===== src/rtl/icache_line_fill.sv =====
// icache_line_fill: direct-mapped I-cache with whole-line fill, halfword-aligned (line-straddling) fetch and flush
// Optional feature: define ICACHE_PERF_CNT_EN to add perf_hit_cnt/perf_miss_cnt outputs.
module icache_line_fill #(
    parameter int INDEX_WIDTH  = 4,
    parameter int OFFSET_WIDTH = 2
) (
    input  logic        clk_in,
    input  logic        rst_n_in,
    input  logic        rdy_in,
    input  logic        flush_in,
    input  logic        IF_query_en,
    input  logic [31:0] IF_query_addr,
    output logic        IF_dout_en,
    output logic [31:0] IF_dout,
    output logic        MC_query_en,
    output logic [31:0] MC_query_addr,
    input  logic        MC_data_en,
    input  logic [31:0] MC_data
`ifdef ICACHE_PERF_CNT_EN
    ,
    output logic [31:0] perf_hit_cnt,
    output logic [31:0] perf_miss_cnt
`endif
);
    localparam int TAG_WIDTH = 30 - INDEX_WIDTH - OFFSET_WIDTH;
    localparam int LINES     = 1 << INDEX_WIDTH;
    localparam int WORDS     = 1 << OFFSET_WIDTH;
    localparam int TAG_LO    = INDEX_WIDTH + OFFSET_WIDTH + 2;

    typedef enum logic {IDLE, FILL} state_t;

    state_t                  state;
    logic [LINES-1:0]        valid;
    logic [TAG_WIDTH-1:0]    tag_arr [LINES];
    logic [31:0]             data_arr [LINES*WORDS];
    logic                    flush_pend;
    logic [OFFSET_WIDTH-1:0] cnt;
    logic [TAG_WIDTH-1:0]    fill_tag;
    logic [INDEX_WIDTH-1:0]  fill_idx;

    logic [31:0]             addr_a, addr_b, word_a, word_b;
    logic [TAG_WIDTH-1:0]    tag_a, tag_b, miss_tag;
    logic [INDEX_WIDTH-1:0]  idx_a, idx_b, miss_idx;
    logic [OFFSET_WIDTH-1:0] off_a, off_b;
    logic                    hit_a, hit_b, hit, accept, fill_we;
    logic [2:0]              unused_bits;

    // The low halfword comes from A, the high one from A+2 (wraps mod 2^32, may sit in the next line)
    assign addr_a      = {IF_query_addr[31:1], 1'b0};
    assign addr_b      = addr_a + 32'd2;
    assign tag_a       = addr_a[31:TAG_LO];
    assign tag_b       = addr_b[31:TAG_LO];
    assign idx_a       = addr_a[TAG_LO-1:OFFSET_WIDTH+2];
    assign idx_b       = addr_b[TAG_LO-1:OFFSET_WIDTH+2];
    assign off_a       = addr_a[OFFSET_WIDTH+1:2];
    assign off_b       = addr_b[OFFSET_WIDTH+1:2];
    assign word_a      = data_arr[{idx_a, off_a}];
    assign word_b      = data_arr[{idx_b, off_b}];
    assign hit_a       = valid[idx_a] && tag_arr[idx_a] == tag_a;
    assign hit_b       = valid[idx_b] && tag_arr[idx_b] == tag_b;
    assign hit         = hit_a && hit_b && !flush_in;
    assign miss_tag    = (hit_a && !flush_in) ? tag_b : tag_a;
    assign miss_idx    = (hit_a && !flush_in) ? idx_b : idx_a;
    assign accept      = state == IDLE && IF_query_en && !IF_dout_en;
    assign fill_we     = rst_n_in && rdy_in && state == FILL && MC_query_en && MC_data_en;
    assign unused_bits = {IF_query_addr[0], addr_a[0], addr_b[0]};

    // Control FSM: hit response, line fill sequencing, valid bits and deferred flush
    always_ff @(posedge clk_in) begin
        if (!rst_n_in) begin
            state         <= IDLE;
            valid         <= '0;
            IF_dout_en    <= 1'b0;
            IF_dout       <= '0;
            MC_query_en   <= 1'b0;
            MC_query_addr <= '0;
            flush_pend    <= 1'b0;
            cnt           <= '0;
            fill_tag      <= '0;
            fill_idx      <= '0;
        end else if (rdy_in) begin
            IF_dout_en <= 1'b0;
            if (flush_in)
                valid <= '0;
            if (state == IDLE) begin
                if (accept && hit) begin
                    IF_dout_en <= 1'b1;
                    IF_dout    <= {addr_b[1] ? word_b[31:16] : word_b[15:0],
                                   addr_a[1] ? word_a[31:16] : word_a[15:0]};
                end else if (accept) begin
                    state         <= FILL;
                    fill_tag      <= miss_tag;
                    fill_idx      <= miss_idx;
                    cnt           <= '0;
                    MC_query_en   <= 1'b1;
                    MC_query_addr <= {miss_tag, miss_idx, {OFFSET_WIDTH{1'b0}}, 2'b00};
                end
            end else begin
                if (flush_in)
                    flush_pend <= 1'b1;
                if (!MC_query_en) begin
                    MC_query_en   <= 1'b1;
                    MC_query_addr <= {fill_tag, fill_idx, cnt, 2'b00};
                end else if (MC_data_en) begin
                    MC_query_en <= 1'b0;
                    cnt         <= cnt + 1'b1;
                    if (&cnt) begin
                        state           <= IDLE;
                        flush_pend      <= 1'b0;
                        valid[fill_idx] <= !(flush_pend || flush_in);
                    end
                end
            end
        end
    end

    // Line storage: not reset, its contents are only trusted through the valid bits
    always_ff @(posedge clk_in) begin
        if (fill_we) begin
            data_arr[{fill_idx, cnt}] <= MC_data;
            if (&cnt)
                tag_arr[fill_idx] <= fill_tag;
        end
    end

`ifdef ICACHE_PERF_CNT_EN
    // Hit counter counts responses, miss counter counts fill entries
    always_ff @(posedge clk_in) begin
        if (!rst_n_in) begin
            perf_hit_cnt  <= '0;
            perf_miss_cnt <= '0;
        end else if (rdy_in) begin
            perf_hit_cnt  <= perf_hit_cnt + {31'd0, accept && hit};
            perf_miss_cnt <= perf_miss_cnt + {31'd0, accept && !hit};
        end
    end
`endif
endmodule


===== config.mk =====
export PLATFORM = sky130hd
export DESIGN_NAME = icache_line_fill
export DESIGN_NICKNAME = d
export VERILOG_FILES = /design/src/rtl/icache_line_fill.sv
export SDC_FILE = /design/constraint.sdc
export NUM_CORES = 2
export LEC_CHECK = 0
export ABC_CLOCK_PERIOD_IN_PS = 4350
export BUFFER_PORTS_ARGS = -buffer_cell sky130_fd_sc_hd__clkbuf_2
export CAP_MARGIN = 10
export CORE_ASPECT_RATIO = 0.7
export CORE_MARGIN = 3
export CORE_UTILIZATION = 44
export DETAILED_ROUTE_END_ITERATION = 12
export MAX_ROUTING_LAYER = met4
export SLEW_MARGIN = 20
export SYNTH_ARGS = -nofsm -noshare
export SYNTH_HDL_FRONTEND = slang
export SYNTH_SLANG_ARGS = --single-unit

===== constraint.sdc =====
create_clock -name clk_in -period 4.35 [get_ports clk_in]
set_input_delay 0.6525 -clock clk_in [delete_from_list [all_inputs] [get_ports clk_in]]
set_output_delay 0.6525 -clock clk_in [all_outputs]
set_load 0.005 [all_outputs]

## Word-level counts from Yosys, hierarchy flattened

Memory sizes are Yosys's and may differ from the RTL's.
Index checks and enable logic that the tools add are counted.

- Bits in registers: 114
- RAM bits: 2432
- Input port bits: 70
- Output and inout port bits: 66
- Word-level logic and storage cells: 100
- Memories: 2

Memory list:

| memory | depth | width | rd ports | clocked after Yosys merged registers in | wr ports | line | source |
|---|---|---|---|---|---|---|---|
| data_arr | 64 | 32 | 2 | 0 | 1 | 35 | `logic [31:0] data_arr [LINES*WORDS];` |
| tag_arr | 16 | 24 | 2 | 0 | 1 | 34 | `logic [TAG_WIDTH-1:0] tag_arr [LINES];` |

- Add/sub/neg operators: 2
- Order comparisons: 4
- Equal/unequal tests: 6
- Multiplexer cells: 49
- Bitwise gates (word level): 2
- Reduce and logical (&&, ||, !) cells: 25

Operator list:

| cell | number |
|---|---|
| 2-to-1 mux 16 bit | 9 |
| 2-to-1 mux 32 bit | 4 |
| equality test 24 bit | 2 |
| adder 32 x 2 -> 32 bit, second input constant | 1 |
| 2-to-1 mux 1 bit | 25 |
| 2-to-1 mux 24 bit | 1 |
| bitwise mux 16 bit | 1 |
| less-than comparator 4 x 5 -> 1 bit, second input constant | 3 |
| logical AND 1 bit | 13 |
| 2-to-1 mux 2 bit | 5 |
| binary-select mux 1 bit (select 4 bit) | 2 |
| != test 2 bit, second input constant | 4 |
| AND reduction 4 bit | 2 |
| AND reduction 3 bit | 2 |
| AND reduction 5 bit | 1 |
| demux 1 bit (select 4 bit) | 1 |
| >= comparator 4 x 1 -> 1 bit, second input constant | 1 |
| 2-to-1 mux 4 bit | 1 |
| AND reduction 2 bit | 2 |
| logical NOT 1 bit | 3 |
| adder 2 x 1 -> 2 bit, second input constant | 1 |
| NOT 1 bit | 2 |
| nonzero test 2 bit | 1 |
| logical OR 1 bit | 1 |

## Logic depth before layout (Yosys ltp)

- Depth in word-level cells: 9
- Depth in mapped cells: 20
- Gate-level depth less buffers: 12

## Worst setup path after synthesis

Ideal clock, no wire load.

- Kind: input to register
- Start point: input IF_query_addr[1]
- End point: register MC_query_addr[10]
- Library setup time: 0.072 ns
- Data arrival time: 4.276 ns
- Data required time: 4.278 ns
- Setup slack: 0.003 ns
- Stages on the path: 15
- Path buffers: 4
- Cells stage by stage: ha_1 -> buf_2 -> nand3_4 -> xnor2_4 -> buf_4 -> mux4_2 -> mux4_2 -> xnor2_1 -> nor4_1 -> nand4_1 -> or4_1 -> buf_6 -> a21oi_4 -> buf_12 -> mux2i_1

- Cells in the longest elaborated chain, start to end: 9
- Elaborated cells on any way between the ends: 15
- Those cells by class: add/sub: 1; eq/ne: 2; mux: 6; reduce/logical: 5; memory: 1

RTL lines:

| what | line | source |
|---|---|---|
| start, declared | 12 | `input logic [31:0] IF_query_addr,` |
| adder 32 x 2 -> 32 bit (*) | 50 | `assign addr_b = addr_a + 32'd2;` |
| memory (16 x 24 bit) or binary-select mux 1 bit (select 4 bit) (tied branches) | - |  |
| equality test 24 bit or 2-to-1 mux 1 bit (tied branches) | 60 | `assign hit_b = valid[idx_b] && tag_arr[idx_b] == tag_b;` |
| logical AND 1 bit | 60 |  |
| logical AND 1 bit (2 in a row) | 61 | `assign hit = hit_a && hit_b && !flush_in;` |
| logical AND 1 bit | 86 | `if (accept && hit) begin` |
| != test 2 bit (no source line) | - |  |
| AND reduction 4 bit (no source line) | - |  |
| end signal, assigned | 96 | `MC_query_addr <= {miss_tag, miss_idx, {OFFSET_WIDTH{1'b0}}, 2'b00};` |
| end signal, assigned | 103 | `MC_query_addr <= {fill_tag, fill_idx, cnt, 2'b00};` |
| end, declared | 16 | `output logic [31:0] MC_query_addr,` |

Mark *: on every way between the ends. The rest lies on a longest branch, timed or not. The select of a mux whose other input is x is not followed.
A chain may end at the register's enable or synchronous reset.

## Worst setup path after layout

- Start point: input IF_query_addr[6]
- End point: register fill_tag[10]

- Cells in the longest elaborated chain, start to end: 9
- Elaborated cells on any way between the ends: 17
- Those cells by class: add/sub: 1; eq/ne: 2; mux: 5; bitwise: 1; reduce/logical: 7; memory: 1

RTL lines:

| what | line | source |
|---|---|---|
| adder 32 x 2 -> 32 bit | 50 |  |
| memory (16 x 24 bit) or binary-select mux 1 bit (select 4 bit) (tied branches) | - |  |
| equality test 24 bit or 2-to-1 mux 1 bit (tied branches) | 60 |  |
| logical AND 1 bit | 60 |  |
| logical AND 1 bit (2 in a row) | 61 |  |
| logical AND 1 bit | 86 |  |
| NOT 1 bit (no source line) | - |  |
| AND reduction 4 bit (no source line) | - |  |
| end signal, assigned | 92 | `fill_tag <= miss_tag;` |
| end, declared | 38 | `logic [TAG_WIDTH-1:0] fill_tag;` |

Parallel ways exist; a longest one is shown, timed or not. The select of a mux whose other input is x is not followed.

==> key figures <==
Worst setup path
  • Path type of the worst setup path: in2reg
  • Cell mode on critical path: buf_4
  • Type of element capturing the critical path: register
  • Largest stage delay, worst path: 0.67 ns
  • Cells along the critical path: clkbuf_2 > and2_1 > nand3_1 > a211oi_2 > buf_4 > a22oi_1 > nand2_1 > mux2i_1 > nand4b_1 > or4_1 > or4_1 > buf_4 > buf_4 > nand2_4 > buf_12 > mux2i_1
  • Required arrival time at the worst endpoint: between 5 and 6 ns
  • Startpoint Class: input port
  • Endpoint arrival time on the critical path: 5.21 ns
  • Biggest fanout along the worst timing path: 10
  • Worst path slowest cell: a211oi_2

Hold path
  • HP Class: in2reg

Drt
  • Average vias per placed instance: 6.85
  • Number of DRC violations after detailed-routing iteration 0: 12868
  • Routed wire per std cell: 39.2 um
  • Routed wire length: between 400000 and 500000 um
  • Post-DRT Antenna Nets: 0
  • Detailed-routing iteration count for the pre-antenna-repair pass: 6
  • # DRC: 0
  • Total number of vias: around 75000

Synthesis
  • Proportion of register bits with asynchronous set or reset after synthesis: 0
  • Per-instance average area after synthesis: 18.5 um2
  • Number of synthesized flops with an enable pin: 2432
  • Total number of yosys warnings: 0
  • Cell Area, Synth: 120000 um2
  • Most used flip-flop cell after synthesis: edfxtp_1
  • Part of the Yosys area used for sequential elements: 0.627
  • Unique cell type count in the Yosys netlist: 94
  • Cell count after synthesis: 6500
  • Number of synthesized register bits: 2544

Global routing
  • Wire length of the first global-routing pass: 591000 um
  • Total gr overflow: 0
  • Initial antenna violation count: 33
  • Global router's overall resource usage: 0.313
  • Number of global-route vias before repair: 71522
  • Maximum number of pins on one net before global-route repair: about 140

Layout
  • Net count reported at finish: 7152
  • Most common cell after layout, fill and taps aside: edfxtp_1
  • Post-route cell area: 139000 um2
  • Multi-input gate area: 43000 um2
  • Fraction of layout instances using a drive strength above 1: 0.369
  • Commonest cells after routing, fill and taps aside: 2432 x edfxtp_1, 1331 x mux4_2, 675 x nand2_1, 616 x buf_4, 248 x clkbuf_16
  • Fillers: roughly 21000
  • Area used by sequential logic in the layout: 75300 um2
  • Layout area overhead: 15.5%

Floorplanning
  • Initial core utilization: 0.445
  • FP Rows: 159
  • I/O pin total: 136
  • Core area: 270000 um2
  • Horizontal die dimension: 630 um
  • Height of the die: 443 um
  • Overall die area: ~280000 um2

Timing
  • Final worst path period share: 1.00
  • Least setup slack across all paths after layout: -0.0146 ns
  • Count of endpoints failing setup in the final report: 2
  • Smallest hold slack: 0.118 ns
  • Worst-case headroom to the max-slew limit: 0.248
  • Worst Tran Pin Value: around 1.1 ns
  • Setup Skew: 0.0446 ns
  • Hold violation total from the final report: 0
  • Number of pins exceeding their max-slew limit in the final report: 0
  • Period minus WS final: between 4 and 5 ns
  • Peak clock frequency supported by timing: 229 MHz

Placed design
  • Buffers on Ports: around 130
  • Weighted congestion reported at the end of routability-driven placement: 1.02
  • HPWL after detailed placement: 263000 um
  • Instance area at placement: 131000 um2

CTS
  • Clock latency on the worst-skew pair: 0.93 ns
  • Clock tree from TritonCTS: done
  • Number of buffers added by the clock tree synthesis step: 243
  • Number of H-tree levels: 4
  • Number of clock sinks seen by CTS: 2544
  • Clock-pin slew on the worst setup and hold paths: 0.07 ns
  • Maximum buffer depth of the clock tree: 4
  • Root Buffer Master: clkbuf_16

Power and ir drop
  • Power consumption: 55.0 mW
  • VDD IR-drop max: 0.000336 V
  • Cell area power density: 397 nW/um2
  • Standby leakage power: ~45 nW

Status
  • Failing checks: negative setup slack
  • Outcome: finished with violations

Run
  • Max capacitance violation total: 0
cell usage after synthesis (all sizes together), types with 7 or more instances:
| cell | count | area share |
|---|---|---|
| a31oi | 56 | 0.0029 |
| and2 | 18 | 0.00094 |
| a311oi | 79 | 0.0058 |
| buf | 212 | 0.010 |
| o21ai | 47 | 0.0021 |
| edfxtp | 2432 | 0.61 |
| a21oi | 76 | 0.0033 |
| nand3 | 202 | 0.0088 |
| xnor2 | 52 | 0.0042 |
| mux2i | 185 | 0.015 |
| nor4 | 11 | 0.0011 |
| nor3b | 7 | 0.00044 |
| a221oi | 11 | 0.00085 |
| inv | 15 | 0.00047 |
| nand2 | 680 | 0.021 |
| a22oi | 59 | 0.0037 |
| nor3 | 35 | 0.0016 |
| nand4 | 23 | 0.0012 |
| xor2 | 24 | 0.0018 |
| nand2b | 47 | 0.0024 |
| nor2b | 10 | 0.00052 |
| dfxtp | 112 | 0.019 |
| nor2 | 167 | 0.0052 |
| o311ai | 18 | 0.0013 |
| o211ai | 21 | 0.0013 |
| clkbuf | 318 | 0.0099 |
| a2111oi | 10 | 0.00073 |
| a22o | 16 | 0.0012 |
| and3 | 88 | 0.0046 |
| a211oi | 59 | 0.0038 |
| mux4 | 1331 | 0.25 |
repair_timing:
item,4_1_cts,5_1_grt
hold buffers,0,0
gates resized for setup,0,16
setup endpoints to repair,0,51
buffers inserted,0,7
sequential cells by signal, indices dropped and copies added (netlist names), 2 cells and up:
signal	flops
IF_dout	32
MC_query_addr	30
cnt	2
data_arr	2048
fill_idx	4
fill_tag	24
tag_arr	384
valid	16
routing by layer:
metal	GRT usage	share of wire
met5	-	0
met4	0.0854	0.032
met3	0.112	0.15
met2	0.407	0.41
met1	0.461	0.40
metrics by stage:
stage                util  std cells  TNS [ns]  setup slack (ns)
floorplan               -       6501         0           0.00267
global placement    0.484      10449    -54.52            -0.643
detailed placement  0.484      10449    -65.55            -0.763
CTS                 0.513      10892         0             0.181
global route        0.514      10910   -0.0107           -0.0107
finish              0.514      10915   -0.0205           -0.0146
cell type report:
type | instances | area share
Antenna cell | 15 | 0.000271
Clock buffer | 300 | 0.0464
Inverter | 16 | 0.000478
Tap cell | 3622 | 0.0327
Sequential cell | 2544 | 0.543
Multi-Input combinational cell | 3411 | 0.310
Timing Repair Buffer | 864 | 0.0561
Clock inverter | 143 | 0.0108
where the power goes:
group	switching, mW	leakage (nW)	internal (mW)
logic	3.56	18.1	2.77
registers	0.107	22.9	26.8
clock network	9.54	3.82	12.2
total	13.2	44.9	41.8
path summary, 6_finish.rpt:
| path | from | slack [ns] | to | cells after the start |
|---|---|---|---|---|
| max | IF_query_addr[6] | -0.01 | fill_tag[10] | 16 |
| min | rst_n_in | 0.12 | cnt[0] | 2 |
| max reg2reg | tag_arr[1][10] | 0.09 | MC_query_addr[30] | 13 |
| min reg2reg | MC_query_addr[24] | 0.46 | MC_query_addr[24] | 2 |
worst max-delay path, delay by kind of cell:
kind / cells / cell delay (ns)
compound gates: 2 / 0.73
buf+inv: 5 / 1.04
simple gates: 7 / 2.30
mux: 2 / 0.46
logic make-up after synthesis:
| family | after synthesis | share of synthesized area |
|---|---|---|
| buffers and inverters | 546 | 0.0209 |
| and+or+nand+nor | 1316 | 0.0502 |
| adders and majority gates | 2 | 0.000208 |
| xor gates and xnor gates | 77 | 0.00611 |
| AOI/OAI and AO/OA | 497 | 0.0303 |
| muxes | 1517 | 0.265 |
| other | 1 | 0.0000312 |
| DFF | 2544 | 0.627 |
Power figures use the tool's default switching activity.
